===== config.mk =====
export PLATFORM = sky130hd
export DESIGN_NAME = id_stage_reg
export DESIGN_NICKNAME = d
export VERILOG_FILES = /design/src/rtl/id_stage_reg.sv
export SDC_FILE = /design/constraint.sdc
export NUM_CORES = 1
export LEC_CHECK = 0
export ABC_AREA = 1
export BUFFER_PORTS_ARGS = -buffer_cell sky130_fd_sc_hd__buf_2
export CAP_MARGIN = 40
export CORE_AREA = 2 2 256 132
export CTS_BUF_LIST = sky130_fd_sc_hd__clkbuf_4
export DETAILED_ROUTE_END_ITERATION = 16
export DIE_AREA = 0 0 258 134
export PLACE_DENSITY = 0.49
export SLEW_MARGIN = 20
export SYNTH_ARGS = -nofsm -noshare
export SYNTH_HDL_FRONTEND = slang
export SYNTH_SLANG_ARGS = --single-unit

===== constraint.sdc =====
create_clock -name clk -period 5.75 [get_ports clk]
set_input_delay 0.575 -clock clk [delete_from_list [all_inputs] [get_ports clk]]
set_output_delay 0.575 -clock clk [all_outputs]
set_load 0.01 [all_outputs]

===== src/rtl/id_stage_reg.sv =====
// RV32I decode stage with operand forwarding, load-use stall detection and a
// valid/ready ID/EX pipeline register.
module id_stage_reg #(
    parameter int XLEN     = 32,
    parameter int RADDR_W  = 5,
    parameter int ALUOP_W  = 8,
    parameter int ALUSEL_W = 3
) (
    input  logic                clk,
    input  logic                rst,
    input  logic                flush_i,
    input  logic                in_valid,
    output logic                in_ready,
    input  logic [XLEN-1:0]     pc_i,
    input  logic [31:0]         inst_i,
    output logic [RADDR_W-1:0]  r1_addr_o,
    output logic [RADDR_W-1:0]  r2_addr_o,
    input  logic [XLEN-1:0]     r1_data_i,
    input  logic [XLEN-1:0]     r2_data_i,
    input  logic                ex_w_en_i,
    input  logic [RADDR_W-1:0]  ex_w_addr_i,
    input  logic [XLEN-1:0]     ex_w_data_i,
    input  logic                ex_is_load_i,
    input  logic                mem_w_en_i,
    input  logic [RADDR_W-1:0]  mem_w_addr_i,
    input  logic [XLEN-1:0]     mem_w_data_i,
    output logic                out_valid,
    input  logic                out_ready,
    output logic [XLEN-1:0]     pc_o,
    output logic [ALUOP_W-1:0]  aluop_o,
    output logic [ALUSEL_W-1:0] alusel_o,
    output logic [XLEN-1:0]     op1_o,
    output logic [XLEN-1:0]     op2_o,
    output logic [XLEN-1:0]     imm_o,
    output logic                w_en_o,
    output logic [RADDR_W-1:0]  w_addr_o,
    output logic                illegal_o
);

    localparam logic [6:0] OPC_OPIMM  = 7'b0010011;
    localparam logic [6:0] OPC_OP     = 7'b0110011;
    localparam logic [6:0] OPC_LUI    = 7'b0110111;
    localparam logic [6:0] OPC_AUIPC  = 7'b0010111;
    localparam logic [6:0] OPC_LOAD   = 7'b0000011;
    localparam logic [6:0] OPC_STORE  = 7'b0100011;
    localparam logic [6:0] OPC_BRANCH = 7'b1100011;
    localparam logic [6:0] OPC_JAL    = 7'b1101111;
    localparam logic [6:0] OPC_JALR   = 7'b1100111;

    localparam logic [ALUOP_W-1:0] EX_NOP_OP   = ALUOP_W'(8'h00);
    localparam logic [ALUOP_W-1:0] EX_ADD_OP   = ALUOP_W'(8'h01);
    localparam logic [ALUOP_W-1:0] EX_SUB_OP   = ALUOP_W'(8'h02);
    localparam logic [ALUOP_W-1:0] EX_SLL_OP   = ALUOP_W'(8'h03);
    localparam logic [ALUOP_W-1:0] EX_SLT_OP   = ALUOP_W'(8'h04);
    localparam logic [ALUOP_W-1:0] EX_SLTU_OP  = ALUOP_W'(8'h05);
    localparam logic [ALUOP_W-1:0] EX_XOR_OP   = ALUOP_W'(8'h06);
    localparam logic [ALUOP_W-1:0] EX_SRL_OP   = ALUOP_W'(8'h07);
    localparam logic [ALUOP_W-1:0] EX_SRA_OP   = ALUOP_W'(8'h08);
    localparam logic [ALUOP_W-1:0] EX_OR_OP    = ALUOP_W'(8'h09);
    localparam logic [ALUOP_W-1:0] EX_AND_OP   = ALUOP_W'(8'h0a);
    localparam logic [ALUOP_W-1:0] EX_LUI_OP   = ALUOP_W'(8'h0b);
    localparam logic [ALUOP_W-1:0] EX_AUIPC_OP = ALUOP_W'(8'h0c);
    localparam logic [ALUOP_W-1:0] EX_JAL_OP   = ALUOP_W'(8'h0d);
    localparam logic [ALUOP_W-1:0] EX_JALR_OP  = ALUOP_W'(8'h0e);
    // Load/store/branch ops are base + funct3 so EX can recover width/condition.
    localparam logic [ALUOP_W-1:0] EX_LOAD_OP  = ALUOP_W'(8'h10);
    localparam logic [ALUOP_W-1:0] EX_STORE_OP = ALUOP_W'(8'h18);
    localparam logic [ALUOP_W-1:0] EX_BR_OP    = ALUOP_W'(8'h20);

    localparam logic [ALUSEL_W-1:0] EX_RES_NOP   = ALUSEL_W'(3'd0);
    localparam logic [ALUSEL_W-1:0] EX_RES_LOGIC = ALUSEL_W'(3'd1);
    localparam logic [ALUSEL_W-1:0] EX_RES_SHIFT = ALUSEL_W'(3'd2);
    localparam logic [ALUSEL_W-1:0] EX_RES_ARITH = ALUSEL_W'(3'd3);
    localparam logic [ALUSEL_W-1:0] EX_RES_CMP   = ALUSEL_W'(3'd4);
    localparam logic [ALUSEL_W-1:0] EX_RES_JUMP  = ALUSEL_W'(3'd5);
    localparam logic [ALUSEL_W-1:0] EX_RES_LS    = ALUSEL_W'(3'd6);
    localparam logic [ALUSEL_W-1:0] EX_RES_BR    = ALUSEL_W'(3'd7);

    typedef enum logic [1:0] {OP1_RS1, OP1_ZERO, OP1_PC} op1_sel_e;

    typedef struct packed {
        logic [ALUOP_W-1:0]  aluop;
        logic [ALUSEL_W-1:0] alusel;
        logic [XLEN-1:0]     imm;
        logic                w_en;
        logic                illegal;
        logic                use_rs1;
        logic                use_rs2;
        logic                op2_rs2;
        op1_sel_e            op1_sel;
    } dec_t;

    logic [6:0]         opcode;
    logic [2:0]         f3;
    logic [6:0]         f7;
    logic [RADDR_W-1:0] rs1, rs2, rd;
    logic [XLEN-1:0]    imm_i, imm_s, imm_b, imm_j, imm_u, shamt;
    dec_t               dec;
    logic [XLEN-1:0]    rs1_val, rs2_val, op1_d, op2_d;
    logic               stall, capture;

    assign opcode = inst_i[6:0];
    assign f3     = inst_i[14:12];
    assign f7     = inst_i[31:25];
    assign rs1    = inst_i[19:15];
    assign rs2    = inst_i[24:20];
    assign rd     = inst_i[11:7];

    assign r1_addr_o = rs1;
    assign r2_addr_o = rs2;

    assign imm_i = XLEN'($signed(inst_i[31:20]));
    assign imm_s = XLEN'($signed({inst_i[31:25], inst_i[11:7]}));
    assign imm_b = XLEN'($signed({inst_i[31], inst_i[7], inst_i[30:25], inst_i[11:8], 1'b0}));
    assign imm_j = XLEN'($signed({inst_i[31], inst_i[19:12], inst_i[20], inst_i[30:21], 1'b0}));
    assign imm_u = XLEN'($signed({inst_i[31:12], 12'b0}));
    assign shamt = XLEN'(inst_i[24:20]);

    always_comb begin
        dec         = '0;
        dec.aluop   = EX_NOP_OP;
        dec.alusel  = EX_RES_NOP;
        dec.op1_sel = OP1_RS1;
        case (opcode)
            OPC_OPIMM: begin
                dec.use_rs1 = 1'b1;
                dec.w_en    = 1'b1;
                dec.imm     = imm_i;
                case (f3)
                    3'b000: begin dec.aluop = EX_ADD_OP;  dec.alusel = EX_RES_ARITH; end
                    3'b010: begin dec.aluop = EX_SLT_OP;  dec.alusel = EX_RES_CMP;   end
                    3'b011: begin dec.aluop = EX_SLTU_OP; dec.alusel = EX_RES_CMP;   end
                    3'b100: begin dec.aluop = EX_XOR_OP;  dec.alusel = EX_RES_LOGIC; end
                    3'b110: begin dec.aluop = EX_OR_OP;   dec.alusel = EX_RES_LOGIC; end
                    3'b111: begin dec.aluop = EX_AND_OP;  dec.alusel = EX_RES_LOGIC; end
                    3'b001: begin
                        dec.aluop   = EX_SLL_OP;
                        dec.alusel  = EX_RES_SHIFT;
                        dec.imm     = shamt;
                        dec.illegal = (f7 != 7'h00);
                    end
                    default: begin
                        dec.aluop   = f7[5] ? EX_SRA_OP : EX_SRL_OP;
                        dec.alusel  = EX_RES_SHIFT;
                        dec.imm     = shamt;
                        dec.illegal = (f7 != 7'h00) && (f7 != 7'h20);
                    end
                endcase
            end
            OPC_OP: begin
                dec.use_rs1 = 1'b1;
                dec.use_rs2 = 1'b1;
                dec.op2_rs2 = 1'b1;
                dec.w_en    = 1'b1;
                // funct7=0x20 is only meaningful for SUB and SRA.
                dec.illegal = !((f7 == 7'h00) || (f7 == 7'h20 && (f3 == 3'b000 || f3 == 3'b101)));
                case (f3)
                    3'b000: begin dec.aluop = f7[5] ? EX_SUB_OP : EX_ADD_OP; dec.alusel = EX_RES_ARITH; end
                    3'b001: begin dec.aluop = EX_SLL_OP;  dec.alusel = EX_RES_SHIFT; end
                    3'b010: begin dec.aluop = EX_SLT_OP;  dec.alusel = EX_RES_CMP;   end
                    3'b011: begin dec.aluop = EX_SLTU_OP; dec.alusel = EX_RES_CMP;   end
                    3'b100: begin dec.aluop = EX_XOR_OP;  dec.alusel = EX_RES_LOGIC; end
                    3'b101: begin dec.aluop = f7[5] ? EX_SRA_OP : EX_SRL_OP; dec.alusel = EX_RES_SHIFT; end
                    3'b110: begin dec.aluop = EX_OR_OP;   dec.alusel = EX_RES_LOGIC; end
                    default: begin dec.aluop = EX_AND_OP; dec.alusel = EX_RES_LOGIC; end
                endcase
            end
            OPC_LUI: begin
                dec.w_en    = 1'b1;
                dec.imm     = imm_u;
                dec.op1_sel = OP1_ZERO;
                dec.aluop   = EX_LUI_OP;
                dec.alusel  = EX_RES_ARITH;
            end
            OPC_AUIPC: begin
                dec.w_en    = 1'b1;
                dec.imm     = imm_u;
                dec.op1_sel = OP1_PC;
                dec.aluop   = EX_AUIPC_OP;
                dec.alusel  = EX_RES_ARITH;
            end
            OPC_LOAD: begin
                dec.use_rs1 = 1'b1;
                dec.w_en    = 1'b1;
                dec.imm     = imm_i;
                dec.aluop   = EX_LOAD_OP + ALUOP_W'(f3);
                dec.alusel  = EX_RES_LS;
                dec.illegal = (f3 == 3'b011) || (f3 == 3'b110) || (f3 == 3'b111);
            end
            OPC_STORE: begin
                dec.use_rs1 = 1'b1;
                dec.use_rs2 = 1'b1;
                dec.imm     = imm_s;
                dec.aluop   = EX_STORE_OP + ALUOP_W'(f3);
                dec.alusel  = EX_RES_LS;
                dec.illegal = (f3 > 3'b010);
            end
            OPC_BRANCH: begin
                dec.use_rs1 = 1'b1;
                dec.use_rs2 = 1'b1;
                dec.op2_rs2 = 1'b1;
                dec.imm     = imm_b;
                dec.aluop   = EX_BR_OP + ALUOP_W'(f3);
                dec.alusel  = EX_RES_BR;
                dec.illegal = (f3 == 3'b010) || (f3 == 3'b011);
            end
            OPC_JAL: begin
                dec.w_en    = 1'b1;
                dec.imm     = imm_j;
                dec.op1_sel = OP1_PC;
                dec.aluop   = EX_JAL_OP;
                dec.alusel  = EX_RES_JUMP;
            end
            OPC_JALR: begin
                dec.use_rs1 = 1'b1;
                dec.w_en    = 1'b1;
                dec.imm     = imm_i;
                dec.aluop   = EX_JALR_OP;
                dec.alusel  = EX_RES_JUMP;
                dec.illegal = (f3 != 3'b000);
            end
            default: dec.illegal = 1'b1;
        endcase
        if (dec.illegal) begin
            dec         = '0;
            dec.illegal = 1'b1;
            dec.aluop   = EX_NOP_OP;
            dec.alusel  = EX_RES_NOP;
            dec.op1_sel = OP1_ZERO;
        end
        if (rd == '0)
            dec.w_en = 1'b0;
    end

    // x0 is never forwarded; EX result beats MEM result beats regfile.
    always_comb begin
        rs1_val = r1_data_i;
        if (rs1 == '0)                               rs1_val = '0;
        else if (ex_w_en_i && ex_w_addr_i == rs1)    rs1_val = ex_w_data_i;
        else if (mem_w_en_i && mem_w_addr_i == rs1)  rs1_val = mem_w_data_i;
    end

    always_comb begin
        rs2_val = r2_data_i;
        if (rs2 == '0)                               rs2_val = '0;
        else if (ex_w_en_i && ex_w_addr_i == rs2)    rs2_val = ex_w_data_i;
        else if (mem_w_en_i && mem_w_addr_i == rs2)  rs2_val = mem_w_data_i;
    end

    always_comb begin
        case (dec.op1_sel)
            OP1_PC:   op1_d = pc_i;
            OP1_ZERO: op1_d = '0;
            default:  op1_d = rs1_val;
        endcase
        op2_d = dec.op2_rs2 ? rs2_val : dec.imm;
    end

    assign stall = in_valid && ex_w_en_i && ex_is_load_i && (ex_w_addr_i != '0) &&
                   ((dec.use_rs1 && ex_w_addr_i == rs1) || (dec.use_rs2 && ex_w_addr_i == rs2));

    // Flush overrides stall/backpressure so the redirected fetch never blocks.
    assign in_ready = !rst && ((!stall && (!out_valid || out_ready)) || flush_i);
    assign capture  = in_ready && in_valid && !flush_i;

    always_ff @(posedge clk) begin
        if (rst) begin
            out_valid <= 1'b0;
            pc_o      <= '0;
            aluop_o   <= EX_NOP_OP;
            alusel_o  <= EX_RES_NOP;
            op1_o     <= '0;
            op2_o     <= '0;
            imm_o     <= '0;
            w_en_o    <= 1'b0;
            w_addr_o  <= '0;
            illegal_o <= 1'b0;
        end else if (flush_i) begin
            out_valid <= 1'b0;
            w_en_o    <= 1'b0;
        end else if (capture) begin
            out_valid <= 1'b1;
            pc_o      <= pc_i;
            aluop_o   <= dec.aluop;
            alusel_o  <= dec.alusel;
            op1_o     <= op1_d;
            op2_o     <= op2_d;
            imm_o     <= dec.imm;
            w_en_o    <= dec.w_en;
            w_addr_o  <= rd;
            illegal_o <= dec.illegal;
        end else if (out_valid && out_ready) begin
            out_valid <= 1'b0;
        end
    end

endmodule


---- Word-level counts from Yosys, hierarchy flattened ----
Index checks and enable logic that the tools add are counted.
operators by class
  add/sub/neg operators ................... 3
  order comparisons ....................... 1
  eq/ne operators ......................... 24
  muxes and demuxes ....................... 26
  bitwise operators ....................... 1
  reductions and logical operators ........ 50
operators by type and width
  cell                 number
  $mux 32              8
  $pmux 32 s6          1
  $pmux 11 s9          1
  $pmux 7 s7           2
  $pmux 32 s2          1
  $mux 50              1
  $eq 7x6->1 const B   4
  $eq 7x7->1 const B   3
  $eq 5x5->1           4
  $logic_and 1x1->1    17
  $logic_not 5->1      3
  $eq 7x5->1 const B   2
  $add 5x3->6 const A  2
  $eq 3x3->1 const B   4
  $reduce_or 6->1      2
  $reduce_or 2->1      5
  $logic_or 1x1->1     8
  $add 6x3->7 const A  1
  $eq 7x2->1 const B   1
  $logic_not 7->1      1
  $mux 1               7
  $ne 7x6->1 const B   1
  $pmux 1 s7           1
  $reduce_bool 7->1    1
  other kinds (18)     24
storage, ports and cells
  register bits after elaboration ......... 147
  bits of input ports ..................... 210
  output and inout bits ................... 158
  word-level logic and storage cells ...... 115

---- Longest topological paths before layout ----
  word-level depth ........................ 17
  mapped depth ............................ 19
  mapped depth without buffers ............ 17

---- Least setup slack after synthesis ----
No wires, ideal clock.
  path type ............................... input-to-reg
  start point ............................. input port inst_i[3]
  end point ............................... register op1_o[10]
  library setup time ...................... 0.064 ns
  data arrival time ....................... 2.763 ns
  data required time ...................... 5.686 ns
  path slack .............................. 2.923 ns
  stages on the path ...................... 17
  buffers on the path ..................... 2
  cells stage by stage .................... inv_1 -> nand2_1 -> nor2_4 -> nand2_1 -> a21oi_1 -> nor2_1 -> nand3_1 -> clkbuf_1 -> nor2_1 -> ha_1 -> o21ai_0 -> inv_1 -> clkbuf_1 -> o21ai_0 -> o21ai_0 -> nor2_1 -> nor2_1
on the way
  longest elaborated chain between the ends .. 14
  elaborated cells on any way between the ends .. 32
  classes of those cells .................. 11 x eq/ne; 6 x mux; 15 x reduce/logical
RTL lines
  item                                                                 RTL line  text
  start: declaration                                                   15        input logic [31:0] inst_i,
  $eq 7x7->1, or another cell as far along                             124       case (opcode)
  $reduce_or 3->1 (no source line) or $reduce_or 6->1 (tied branches)  --
  $pmux 1 s7 or $mux 1 (tied branches)                                 124
  $mux 50 (*)                                                          224       if (dec.illegal) begin
  $logic_and 1x1->1                                                    260       ((dec.use_rs1 && ex_w_addr_i == rs1) || (dec.use_rs2 && ex_w_addr_i == rs2));
  $logic_or 1x1->1                                                     260
  $logic_and 1x1->1                                                    259       assign stall = in_valid && ex_w_en_i && ex_is_load_i && (ex_w_addr_i != '0) &&
  $logic_not 1->1                                                      263       assign in_ready = !rst && ((!stall && (!out_valid || out_ready)) || flush_i);
  $logic_and 1x1->1                                                    263
  $logic_or 1x1->1                                                     263
  $logic_and 1x1->1                                                    263
  $logic_and 1x1->1 (2 in series)                                      264       assign capture = in_ready && in_valid && !flush_i;
  $reduce_and 2->1 (no source line)                                    --
  end signal: assignment                                               286       op1_o <= op1_d;
  end: declaration                                                     32        output logic [XLEN-1:0] op1_o,
Mark *: on every way between the ends. The rest lies on a longest branch, timed or not.
A chain may end at the register's enable or synchronous reset.

---- Final worst setup path ----
  start point ............................. input port inst_i[3]
  end point ............................... register op1_o[13]
Same word-level chain as after synthesis.

==> metrics.txt <==
status=complete, no violations; final-report setup violation count=0; Reg power frac=0.451; clk slew on worst S/H paths=~0.17 ns; Fillers=about 3.7k; Worst VDD drop=between 100 and 150 uV; I/O Buffers=365; die width=around 260 microns; Worst R2R Start=out_valid; # IOs=roughly 370; H-tree depth=4; Max Clk Rate=about 0.33 GHz; Max Slew Vio Count=0; Vias/cell=5.01; initial antenna violation count=9; Post-synth EDFFs=0; WL/cell=approximately 20 microns; row count=47; core area=between 30000 and 40000 sq um; Register Area=slightly below 3000 sq um; Yosys cell types=35; CTS resizes=0; number of synthesis warnings=0; max_cap viols=0; Tmin final=3.01 ns; critical path peak fanout=17; RSZ-0062 raised after global routing=no; combinational group share of total power=0.219; TritonCTS buffer count=17; drt pass-1 iters=6; Cells after Synth=about 1.6k; clk sink count=~150; initial core utilization=0.295; nets@finish=2144; post-placement cell count=approximately 2.4k; worst hold path type=input pin to register; vias in the first global route=between 10k and 15k; slew margin rel.=0.276; Crit Path Class=input pin to register; post-DP HPWL=around 38 mm; multi-input combinational cell area=around 5500 sq um; final number of hold-violating endpoints=0; Seq cells post-synth=about 150; all-layer global routing usage=0.276; CP required=~6.3 ns; Critical Path Start Type=input pin; CTS tree=yes; WP data arrival=3.61 ns; internal cell power=approximately 1.5 mW; P_sw=between 800 and 900 uW; Most used DFF post-synth=dfxtp_1; clk_skew=between 0.015 and 0.02 ns; Layout area overhead=26.0%; clk_lat worst skew=roughly 0.64 ns; GP Congestion=0.905; first-pass GRT wire length=70.9 mm; Setup TNS=0 ns; Switching Share=0.363; # DRC=0; share of cells above drive strength 1=0.233; Clock Path Buffers=2; Post-Syn Area per Cell=about 5.8 sq um; via count=roughly 12k; DR iter-0 viols=between 1k and 1.5k; Crit. End Element=register; post-synthesis sequential area ratio=0.304; Leak=approximately 6.3 nW; WL final=48.8 mm; Clk pwr share=0.331; worst-margin pin slew=1.09 ns; cell area after synthesis=about 9600 sq um; antenna-violating nets left=0; fin crit share=0.524; Power Dens Cells=between 150 and 200 nW/um^2; Hold Startpoint=pc_i[8]; buffer count from post-CTS setup fixing=0; die outline area=34600 sq um; Die Y=about 130 microns; Synth async-reset ratio=0; # hold bufs at CTS=0; Final Non-Filler Cells=2394; CTS Root Cell=clkbuf_4; Worst setup startpoint=inst_i[3]; total gr overflow=0; largest net degree at the start of global routing=roughly 210
==> worst max-delay path: stages <==
cell and delay [ns]:
buf_2 0.11, inv_1 0.08, nand2_1 0.09, nor2_4 0.20
nand2_1 0.27, a21oi_1 0.24, nor2_1 0.08, nand3_1 0.11
nor2_1 0.05, ha_1 0.33, o21ai_0 0.12, inv_1 0.40
buf_4 0.34, o21ai_0 0.15, o21ai_0 0.26, nor2_1 0.07
nor2_1 0.11
==> kinds of logic (layout without fill, tap and decap cells) <==
family | count (synthesis) | after routing | share of synthesized area
fa+ha+maj | 1 | 1 | 0.00131
simple gates | 951 | 951 | 0.421
xor+xnor | 7 | 7 | 0.00642
flops | 145 | 145 | 0.304
compound gates | 251 | 251 | 0.139
other cells | 1 | 9 | 0.000392
buf+inv | 285 | 589 | 0.129
==> registers in the layout (all words and copies together), names as in the netlist <==
signal	count
aluop_o	6
alusel_o	3
illegal_o	1
imm_o	32
op1_o	32
op2_o	32
out_valid	1
pc_o	32
w_addr_o	5
w_en_o	1
==> power by group through the flow <==
stage / clock network [mW] / registers, mW / logic, mW
after detailed placement: 0 / 1.08 / 0.498
after global placement: 0 / 1.08 / 0.494
after CTS: 0.802 / 1.06 / 0.500
after floorplan: 0 / 1.09 / 0.247
final: 0.778 / 1.06 / 0.515
after global routing: 0.836 / 1.06 / 0.562
==> final timing paths <==
| path | end | slack (ns) | cells past startpoint |
|---|---|---|---|
| worst max-delay path | op1_o[13] | 2.74 | 17 |
| worst min-delay path | pc_o[8] | 0.17 | 3 |
| worst max register to register | op2_o[6] | 3.83 | 5 |
| worst min register to register | illegal_o | 0.47 | 2 |
==> cells in the final DEF (no fill, tap or decap), drive strengths merged, types with 32 or more instances in the layout <==
master  netlist  layout
buf          54     393
nand3       139     139
dfxtp       145     145
o21ai       113     113
nor2        174     174
nand4        52      52
inv         163     172
and3         32      32
a21oi       103     103
nand2       548     548
==> layout make-up <==
cell class | instances | share of cell area
Antenna cell | 7 | 0.00145
Inverter | 164 | 0.0511
Tap cell | 441 | 0.0458
Sequential cell | 145 | 0.241
Multi-Input combinational cell | 1212 | 0.454
Clock inverter | 15 | 0.0157
Clock buffer | 17 | 0.0106
Timing Repair Buffer | 393 | 0.180
==> metrics by stage <==
step / util / instance area, sq um / total power [mW] / hold WS, ns / setup slack, ns
global route: 0.372 / 12000 / 2.46 / 0.112 / 2.41
finish: 0.372 / 12000 / 2.35 / 0.165 / 2.74
global placement: 0.355 / 11500 / 1.57 / 0.435 / 2.11
CTS: 0.368 / 11900 / 2.36 / 0.114 / 2.86
detailed placement: 0.359 / 11600 / 1.58 / 0.442 / 2.16
floorplan: - / 9560 / 1.34 / 0.465 / 2.92
==> synth_stat cells (13+ instances only) <==
master / instances / area, sq um
o21ai_0: 111 / 556
nand2_1: 544 / 2040
a21oi_1: 102 / 510
o211ai_1: 13 / 97.6
nand3_1: 137 / 686
and3_1: 32 / 200
nand4_1: 52 / 325
inv_1: 154 / 578
dfxtp_1: 145 / 2900
nor2_1: 169 / 634
buf_2: 18 / 90.1
buf_4: 19 / 143
clkbuf_1: 67 / 251
a31oi_1: 16 / 100
==> routing by layer <==
metal  up-vias  GRT usage  part of all wire
met5         -          0           0.00055
met4         4     0.0700             0.018
met3        47     0.0786             0.085
met2       471      0.378              0.40
met1      5623      0.415              0.50
li1       5838          -                 -
(Power assumes the default switching activity.)
